[config.mk]
export PLATFORM = sky130hd
export DESIGN_NAME = rx_correlator_mac
export DESIGN_NICKNAME = d
export VERILOG_FILES = /design/src/rtl/rx_correlator_mac.sv
export SDC_FILE = /design/constraint.sdc
export NUM_CORES = 2
export LEC_CHECK = 0
export BUFFER_PORTS_ARGS = -buffer_cell sky130_fd_sc_hd__buf_2
export CORE_MARGIN = 3
export CORE_UTILIZATION = 60
export DETAILED_ROUTE_END_ITERATION = 10
export PLACE_DENSITY = 0.81
export RECOVER_POWER = 50
export REMOVE_ABC_BUFFERS = 1
export SLEW_MARGIN = 20
export SYNTH_ARGS = -nofsm -noshare
export SYNTH_HDL_FRONTEND = slang
export SYNTH_SLANG_ARGS = --single-unit
[constraint.sdc]
create_clock -name crx_clk -period 19.89 [get_ports crx_clk]
set_clock_uncertainty 0.2 [all_clocks]
set_input_delay 0.9945 -clock crx_clk [delete_from_list [all_inputs] [get_ports crx_clk]]
set_output_delay 0.9945 -clock crx_clk [all_outputs]
set_load 0.005 [all_outputs]
[src/rtl/rx_correlator_mac.sv]
// ============================================================================
// rx_correlator_mac : time-multiplexed ternary correlator with peak tracker
// Revision: 1.0
// ============================================================================
`default_nettype none

module rx_correlator_mac #(
   parameter int DATA_W = 16,
   parameter int N_TAPS = 20,
   parameter int LANES  = 4,
   parameter int ACC_W  = 21,
   parameter int PTR_W  = 5
) (
   input  logic                       crx_clk,
   input  logic                       rrx_rst,
   input  logic                       erx_en,
   input  logic                       inew_sample_trig,
   input  logic [DATA_W*N_TAPS-1:0]   idata_window,
   input  logic [2*N_TAPS-1:0]        icode,
   input  logic [PTR_W-1:0]           iorder_pointer,
   input  logic                       iclear_peak,
   output logic [ACC_W-1:0]           ocorr_value,
   output logic                       ocorr_valid,
   output logic                       obusy,
   output logic                       ooverrun,
   output logic [ACC_W-1:0]           opeak_mag,
   output logic [15:0]                opeak_index
);

   localparam int STEPS  = N_TAPS / LANES;
   localparam int STEP_W = (STEPS > 1) ? $clog2(STEPS) : 1;
   localparam int IDX_W  = (N_TAPS > 1) ? $clog2(N_TAPS) : 1;
   localparam int SUM_W  = IDX_W + 1;
   localparam int PW     = (PTR_W > SUM_W) ? PTR_W + 1 : SUM_W + 1;

   typedef enum logic [1:0] {
      S_IDLE  = 2'd0,
      S_ACCUM = 2'd1,
      S_DONE  = 2'd2
   } state_t;

   state_t                     state_q, state_d;
   logic [DATA_W*N_TAPS-1:0]   win_q, win_d;
   logic [2*N_TAPS-1:0]        code_q, code_d;
   logic [IDX_W-1:0]           p_q, p_d;
   logic signed [ACC_W-1:0]    acc_q, acc_d;
   logic [STEP_W-1:0]          step_q, step_d;
   logic [ACC_W-1:0]           corr_value_q, corr_value_d;
   logic                       corr_valid_q, corr_valid_d;
   logic                       overrun_q, overrun_d;
   logic [ACC_W-1:0]           peak_mag_q, peak_mag_d;
   logic [15:0]                peak_idx_q, peak_idx_d;
   logic [15:0]                res_cnt_q, res_cnt_d;

   // Pointer folded into 0..N_TAPS-1; legal pointers are below 2*N_TAPS
   logic [PW-1:0]              ptr_ext;
   logic [IDX_W-1:0]           p_norm;

   always_comb begin
      ptr_ext = PW'(iorder_pointer);
      if (ptr_ext >= PW'(N_TAPS)) begin
         ptr_ext = ptr_ext - PW'(N_TAPS);
      end
      p_norm = IDX_W'(ptr_ext);
   end

   logic signed [ACC_W-1:0]    lane_sum;
   logic [SUM_W-1:0]           tap_idx;
   logic [SUM_W-1:0]           smp_idx;
   logic [DATA_W-1:0]          smp;
   logic [1:0]                 cf;
   logic signed [ACC_W-1:0]    smp_ext;

   // Negation happens at ACC_W, so the most negative sample negates exactly
   always_comb begin
      lane_sum = '0;
      tap_idx  = '0;
      smp_idx  = '0;
      smp      = '0;
      cf       = '0;
      smp_ext  = '0;
      for (int l = 0; l < LANES; l++) begin
         tap_idx = SUM_W'(step_q) * SUM_W'(LANES) + SUM_W'(l);
         smp_idx = tap_idx + SUM_W'(p_q);
         if (smp_idx >= SUM_W'(N_TAPS)) begin
            smp_idx = smp_idx - SUM_W'(N_TAPS);
         end
         smp     = win_q[smp_idx*DATA_W +: DATA_W];
         cf      = code_q[tap_idx*2 +: 2];
         smp_ext = ACC_W'($signed(smp));
         if (cf == 2'b01) begin
            lane_sum = lane_sum + smp_ext;
         end else if (cf == 2'b11) begin
            lane_sum = lane_sum - smp_ext;
         end
      end
   end

   logic [ACC_W-1:0]           acc_mag;
   assign acc_mag = acc_q[ACC_W-1] ? ACC_W'(-acc_q) : ACC_W'(acc_q);

   always_comb begin
      state_d      = state_q;
      win_d        = win_q;
      code_d       = code_q;
      p_d          = p_q;
      acc_d        = acc_q;
      step_d       = step_q;
      corr_value_d = corr_value_q;
      corr_valid_d = 1'b0;
      overrun_d    = 1'b0;
      peak_mag_d   = peak_mag_q;
      peak_idx_d   = peak_idx_q;
      res_cnt_d    = res_cnt_q;

      if (erx_en) begin
         if (inew_sample_trig && (state_q != S_IDLE)) begin
            overrun_d = 1'b1;
         end
         // Clear lands before any same-edge peak update below
         if (iclear_peak) begin
            peak_mag_d = '0;
            peak_idx_d = '0;
            res_cnt_d  = '0;
         end

         case (state_q)
            S_IDLE: begin
               if (inew_sample_trig) begin
                  win_d   = idata_window;
                  code_d  = icode;
                  p_d     = p_norm;
                  acc_d   = '0;
                  step_d  = '0;
                  state_d = S_ACCUM;
               end
            end
            S_ACCUM: begin
               acc_d = acc_q + lane_sum;
               if (step_q == STEP_W'(STEPS - 1)) begin
                  step_d  = '0;
                  state_d = S_DONE;
               end else begin
                  step_d = step_q + STEP_W'(1);
               end
            end
            S_DONE: begin
               corr_value_d = acc_q;
               corr_valid_d = 1'b1;
               state_d      = S_IDLE;
               if (acc_mag > peak_mag_d) begin
                  peak_mag_d = acc_mag;
                  peak_idx_d = res_cnt_d;
               end
               if (res_cnt_d != 16'hFFFF) begin
                  res_cnt_d = res_cnt_d + 16'd1;
               end
            end
            default: begin
               state_d = S_IDLE;
            end
         endcase
      end
   end

   always_ff @(posedge crx_clk or posedge rrx_rst) begin
      if (rrx_rst) begin
         state_q      <= S_IDLE;
         win_q        <= '0;
         code_q       <= '0;
         p_q          <= '0;
         acc_q        <= '0;
         step_q       <= '0;
         corr_value_q <= '0;
         corr_valid_q <= 1'b0;
         overrun_q    <= 1'b0;
         peak_mag_q   <= '0;
         peak_idx_q   <= '0;
         res_cnt_q    <= '0;
      end else begin
         state_q      <= state_d;
         win_q        <= win_d;
         code_q       <= code_d;
         p_q          <= p_d;
         acc_q        <= acc_d;
         step_q       <= step_d;
         corr_value_q <= corr_value_d;
         corr_valid_q <= corr_valid_d;
         overrun_q    <= overrun_d;
         peak_mag_q   <= peak_mag_d;
         peak_idx_q   <= peak_idx_d;
         res_cnt_q    <= res_cnt_d;
      end
   end

   // Pulses are masked while disabled so a stall never shows a stale pulse
   assign ocorr_valid = corr_valid_q & erx_en;
   assign ooverrun    = overrun_q & erx_en;
   assign obusy       = (state_q != S_IDLE);
   assign ocorr_value = corr_value_q;
   assign opeak_mag   = peak_mag_q;
   assign opeak_index = peak_idx_q;

endmodule

`default_nettype wire

# --- After elaboration in Yosys (flattened, before gate mapping) ---
# Cells that the tools add are included.
word_totals:
  reg_bits: 467
  inputBits: 370
classes:
  n_shift: 8
  n_eq_ne: 14
  bitwise: 2
  n_lt_le_gt_ge: 6
  addsub: 23
  mux: 37
  reduce_logical: 8
op_table:
  columns: ["op", "n"]
  rows:
  - ["variable part select 320 x 11 -> 16 bit", 4]
  - ["2-to-1 mux 21 bit", 14]
  - ["variable part select 40 x 8 -> 2 bit", 3]
  - ["2-to-1 mux 16 bit", 7]
  - ["adder 21 x 16 -> 21 bit", 3]
  - ["subtractor 21 x 16 -> 21 bit", 3]
  - ["case mux 21 bit (2 select lines)", 1]
  - ["variable part select 40 x 7 -> 2 bit", 1]
  - ["greater-or-equal comparator 6 x 5 -> 1 bit, second input constant", 4]
  - ["2-to-1 mux 6 bit", 4]
  - ["subtractor 6 x 5 -> 6 bit, second input constant", 4]
  - ["adder 21 bit", 1]
  - ["> comparator 21 bit", 1]
  - ["negation 21 bit", 1]
  - ["adder 6 x 5 -> 6 bit", 3]
  - ["subtractor 1 x 16 -> 17 bit, first input constant", 1]
  - ["adder 16 x 1 -> 16 bit, second input constant", 1]
  - ["!= test 16 bit, second input constant", 1]
  - ["adder 5 x 2 -> 6 bit, second input constant", 2]
  - ["equality test 2 x 1 -> 1 bit, second input constant", 5]
  - ["equality test 2 bit, second input constant", 5]
  - ["AND reduction 3 bit", 3]
  - ["adder 5 x 1 -> 6 bit, second input constant", 1]
  - ["adder 5 x 5 -> 6 bit", 1]
  - ["16 further kinds", 24]

# --- Depth between registers and ports, before layout ---
logic_depth:
  ltp_word: 18
  mapped_depth: 62
  mapped_depth_nobuf: 56

# --- Least setup slack after synthesis ---
# OpenSTA, ideal clock, no wires.
synth_timing:
  path_type: "register -> register"
  startpoint: "register p_q[0]"
  endpoint: "register acc_q[20]"
  t_required_ns: 19.561
  period_less_slack_ns: 11.509
  setup_slack_ns: 8.381
  arrival_ns: 11.180
  setup_ns: 0.129
  path_stages_with_launch: 60
  n_path_buf: 10
  cell_sequence: "dfrtp_1 > buf_4 > buf_4 > buf_4 > buf_2 > inv_1 > clkbuf_1 > buf_1 > ha_1 > a21bo_2 > a22oi_4 > xnor2_2 > buf_6 > buf_4 > mux2i_1 > mux4_2 > nand2_1 > a31oi_4 > [24 not listed] > nor2_1 > nor2_1 > nand3_1 > o31ai_1 > xnor2_1 > nor2_1 > a221oi_1 > ha_1 > or2_2 > a21oi_1 > a31oi_1 > a21oi_1 > nor2_1 > o21ai_0 > a21oi_1 > a31oi_1 > xor2_1 > o21ai_1"
synth_via:
  elab_chain_cells: 18
  elab_cells_between_ends: 37
  cone_classes: "16 x add/sub; 4 x order compare; 4 x shift; 13 x mux"
synth_lines:
  columns: ["item", "line_no", "rtl"]
  rows:
  - ["start: declaration", "45", "logic [IDX_W-1:0] p_q, p_d;"]
  - ["start signal: assignment", "184", "p_q <= p_d;"]
  - ["adder 5 x 5 -> 6 bit", "84", "smp_idx = tap_idx + SUM_W'(p_q);"]
  - ["subtractor 6 x 5 -> 6 bit / greater-or-equal comparator 6 x 5 -> 1 bit (equally long branches)", "86, 85", null]
  - ["2-to-1 mux 6 bit", "85", "if (smp_idx >= SUM_W'(N_TAPS)) begin"]
  - ["variable part select 320 x 11 -> 16 bit", "88", "smp = win_q[smp_idx*DATA_W +: DATA_W];"]
  - ["subtractor 1 x 16 -> 17 bit", "94", "lane_sum = lane_sum - smp_ext;"]
  - ["2-to-1 mux 21 bit", "93", "end else if (cf == 2'b11) begin"]
  - ["2-to-1 mux 21 bit", "91", "if (cf == 2'b01) begin"]
  - ["subtractor 21 x 16 -> 21 bit", "94", null]
  - ["[2 not listed]", null, null]
  - ["subtractor 21 x 16 -> 21 bit", "94", null]
  - ["2-to-1 mux 21 bit", "93", null]
  - ["2-to-1 mux 21 bit", "91", null]
  - ["subtractor 21 x 16 -> 21 bit", "94", null]
  - ["2-to-1 mux 21 bit", "93", null]
  - ["2-to-1 mux 21 bit *", "91", null]
  - ["adder 21 bit *", "139", "acc_d = acc_q + lane_sum;"]
  - ["case mux 21 bit (2 select lines) *", "127", "case (state_q)"]
  - ["end signal: assignment", "172", "acc_q <= '0;"]
  - ["end signal: assignment", "185", "acc_q <= acc_d;"]
  - ["end: declaration", "46", "logic signed [ACC_W-1:0] acc_q, acc_d;"]
# Mark *: on every way between the ends. The rest lies on a longest branch, timed or not.
# A chain may end at the register's enable or synchronous reset.

# --- Worst setup path after layout ---
# Ends and elaborated chain as after synthesis.

==> results.json <==
{
  "status": "finished with violations",
  "routed_wl_mm": 122,
  "num_vias": 35300,
  "avgRoutedWirePerCell_um": 22.3,
  "fp.coreArea_um2": 63200,
  "first_pass_iters": 6,
  "detail-route-antenna-nets": 0,
  "synth_edf_count": 0,
  "grt_max_degree": 225,
  "cap_violations": 7,
  "violations": "capacitance limit, slew limit",
  "crit_fanout": 97,
  "layout.nets": 5152,
  "post-route-period-util_pct": 69.2,
  "synthDistinctLibCells": 93,
  "drc": 0,
  "insertion_delay_ns": 0.61,
  "die_x_um": 259,
  "worst_path_largest_cell_delay_ns": 1.00,
  "netlist_area_um2": 38400,
  "fin_crit_ns": 13.76,
  "critPathArrivalTime_ns": 14.02,
  "cts_num_sinks": 467,
  "placed_area_um2": 41100,
  "syn_inst": 4322,
  "track_usage_pct": 36.0,
  "critPathRequiredTime_ns": 20.15,
  "synth_seq_area_share_pct": 30.4,
  "io_pins": 431,
  "r2r_slack_ns": 6.13,
  "postLayoutCellArea_um2": 42800,
  "synth_area_per_cell_um2": 8.88,
  "syn_to_final_growth_pct": 11.6,
  "grt_overflow": 0,
  "cts_root_buf": "clkbuf_16",
  "h-tree-depth": 2,
  "rsz0062_at_grt": "no",
  "diodes": 0,
  "portBuffers": 430,
  "drt_iter0_drc": 4420,
  "slew_headroom_pct": -527,
  "place_congestion": 1.00,
  "hpwl_mm": 88.8,
  "async_flop_share_pct": 100,
  "setup_viol": 0,
  "grt_antenna_before_repair": 1,
  "layout_common_cells": "1422 x nand2_1, 465 x dfrtp_1, 404 x buf_2",
  "post_cts_buffers": 0,
  "cts_tree": "done",
  "die-area_um2": 67100,
  "hold_viol": 0,
  "max_clock_freq_ghz": 0.0727,
  "cts_buffers": 52,
  "synth.ff_latch_count": 467,
  "tightestPinTransition_ns": 9.41,
  "cts-hold-fix-buffers": 0,
  "grt_pass1_wl_mm": 191,
  "synth_flop_cell": "dfrtp_1",
  "start_util_pct": 60.8,
  "via_per_inst": 6.45,
  "hp-class": "reg -> reg",
  "clock_path_buffers": 3,
  "worstSetupPathType": "reg -> reg",
  "yosys_warnings": 0,
  "fillers": 4915,
  "grt_pass1_vias": 34200,
  "slew_viol_final": 741,
  "fp-row-count": 92,
  "die_y_um": 259,
  "crit_slowest_cell": "dfrtp_4",
  "end_kind": "flip-flop",
  "cts.clk_slew.worst_paths_ns": 0.06,
  "start_kind": "flip-flop",
  "final_common_cell": "nand2_1",
  "cts_resized": 0,
  "drive_above_1_share_pct": 20.3
}
-- stage by stage --
| step | utilization (%) | setup WS (ns) | instances | hold WS (ns) | setup TNS, ns |
|---|---|---|---|---|---|
| after global routing | 67.8 | 5.09 | 5475 | 0.284 | 0 |
| after CTS | 67.9 | 6.33 | 5474 | 0.271 | 0 |
| final | 67.8 | 6.13 | 5475 | 0.268 | 0 |
| after global placement | 65.0 | 6.53 | 5383 | 0.253 | 0 |
| after floorplan | - | -7.27 | 4046 | 0.240 | -122.98 |
| after detailed placement | 65.0 | 6.38 | 5383 | 0.258 | 0 |
-- logic make-up (layout without fill, tap and decap cells) --
group / Yosys count / in the layout / synth area share [%]
and+or+nand+nor: 1947 / 1947 / 21.1
AOI/OAI and AO/OA: 689 / 689 / 12.1
muxes: 474 / 474 / 22.6
DFF: 467 / 467 / 30.4
buffers and inverters: 430 / 737 / 4.49
adders and majority gates: 190 / 190 / 6.37
xor gates and xnor gates: 125 / 125 / 2.95
-- Yosys cell counts (8+ instances only) --
library cell / instances / area (um^2)
o22ai_1: 22 / 138
inv_1: 153 / 574
mux2i_1: 126 / 1260
nand2_1: 1422 / 5340
o21bai_1: 22 / 165
mux2_2: 39 / 439
buf_2: 38 / 190
o31ai_1: 22 / 165
xor2_1: 44 / 385
a21oi_1: 148 / 741
a211o_1: 8 / 70.1
o211a_1: 14 / 140
a221oi_1: 11 / 96.3
ha_1: 181 / 2260
nor3_1: 70 / 350
a41oi_1: 8 / 70.1
nand4_1: 14 / 87.6
nor2_1: 186 / 698
a2111oi_0: 8 / 70.1
a311oi_1: 10 / 87.6
or2_2: 9 / 56.3
and2_1: 40 / 250
a31oi_1: 35 / 219
dfrtp_1: 467 / 11700
mux4_2: 309 / 6960
a21o_1: 30 / 225
or3_1: 15 / 93.8
xnor2_1: 77 / 674
buf_4: 9 / 67.6
nor2b_1: 41 / 257
clkbuf_1: 202 / 758
nand3_1: 57 / 285
o211ai_1: 25 / 188
nor4_1: 13 / 81.3
nand2b_1: 43 / 269
a32oi_1: 36 / 315
o21a_1: 29 / 218
a211oi_1: 30 / 225
fa_1: 9 / 180
and3_1: 11 / 68.8
buf_1: 23 / 86.3
o21ai_0: 149 / 746
-- per-layer routing --
layer  track usage (%)  routed length, um  vias up
met5                 0                 11        -
met4              17.7               7050        2
met3              7.72              12200      449
met2              58.0              57400     2081
met1              46.3              45300    17000
li1                  -                  -    15800
-- registers in the layout, summed over array words and instances (netlist names) --
name,flops
ocorr_value,21
opeak_index,16
state_q,2
p_q,5
acc_q,21
win_q,320
overrun_q,1
code_q,40
corr_valid_q,1
res_cnt_q,16
step_q,3
opeak_mag,21
-- worst paths after layout --
kind | start | endpoint | cells past startpoint
min | ocorr_value[5] | ocorr_value[5] | 2
min reg2reg | ocorr_value[5] | ocorr_value[5] | 2
min in group asynchronous | rrx_rst | win_q[142] | 2
max in group asynchronous | rrx_rst | win_q[27] | 4
max reg2reg | p_q[0] | acc_q[20] | 49
max | p_q[0] | acc_q[20] | 49
-- worst max-delay path: cells and delay by family, from the launching register on --
| family | cells | cell delay, ns |
|---|---|---|
| mux | 2 | 0.89 |
| buf+inv | 3 | 1.05 |
| simple gates | 11 | 1.20 |
| flops | 1 | 1.00 |
| xor+xnor | 4 | 0.59 |
| compound gates | 23 | 6.16 |
| fa+ha+maj | 6 | 2.37 |
-- layout make-up --
cell class                 count  area (um^2)  area share [%]
clock buffer                  68         1460            3.42
clock inverter                23          354           0.827
inverter                     154          579            1.35
multi-input combinational   3425        25100            58.6
sequential                   467        11700            27.3
tap                          846         1060            2.47
timing repair buffer         492         2590            6.05
Power is left out: the tool's default activity adds up to more than one toggle a clock period on the data nets, which glitch-free logic cannot reach.
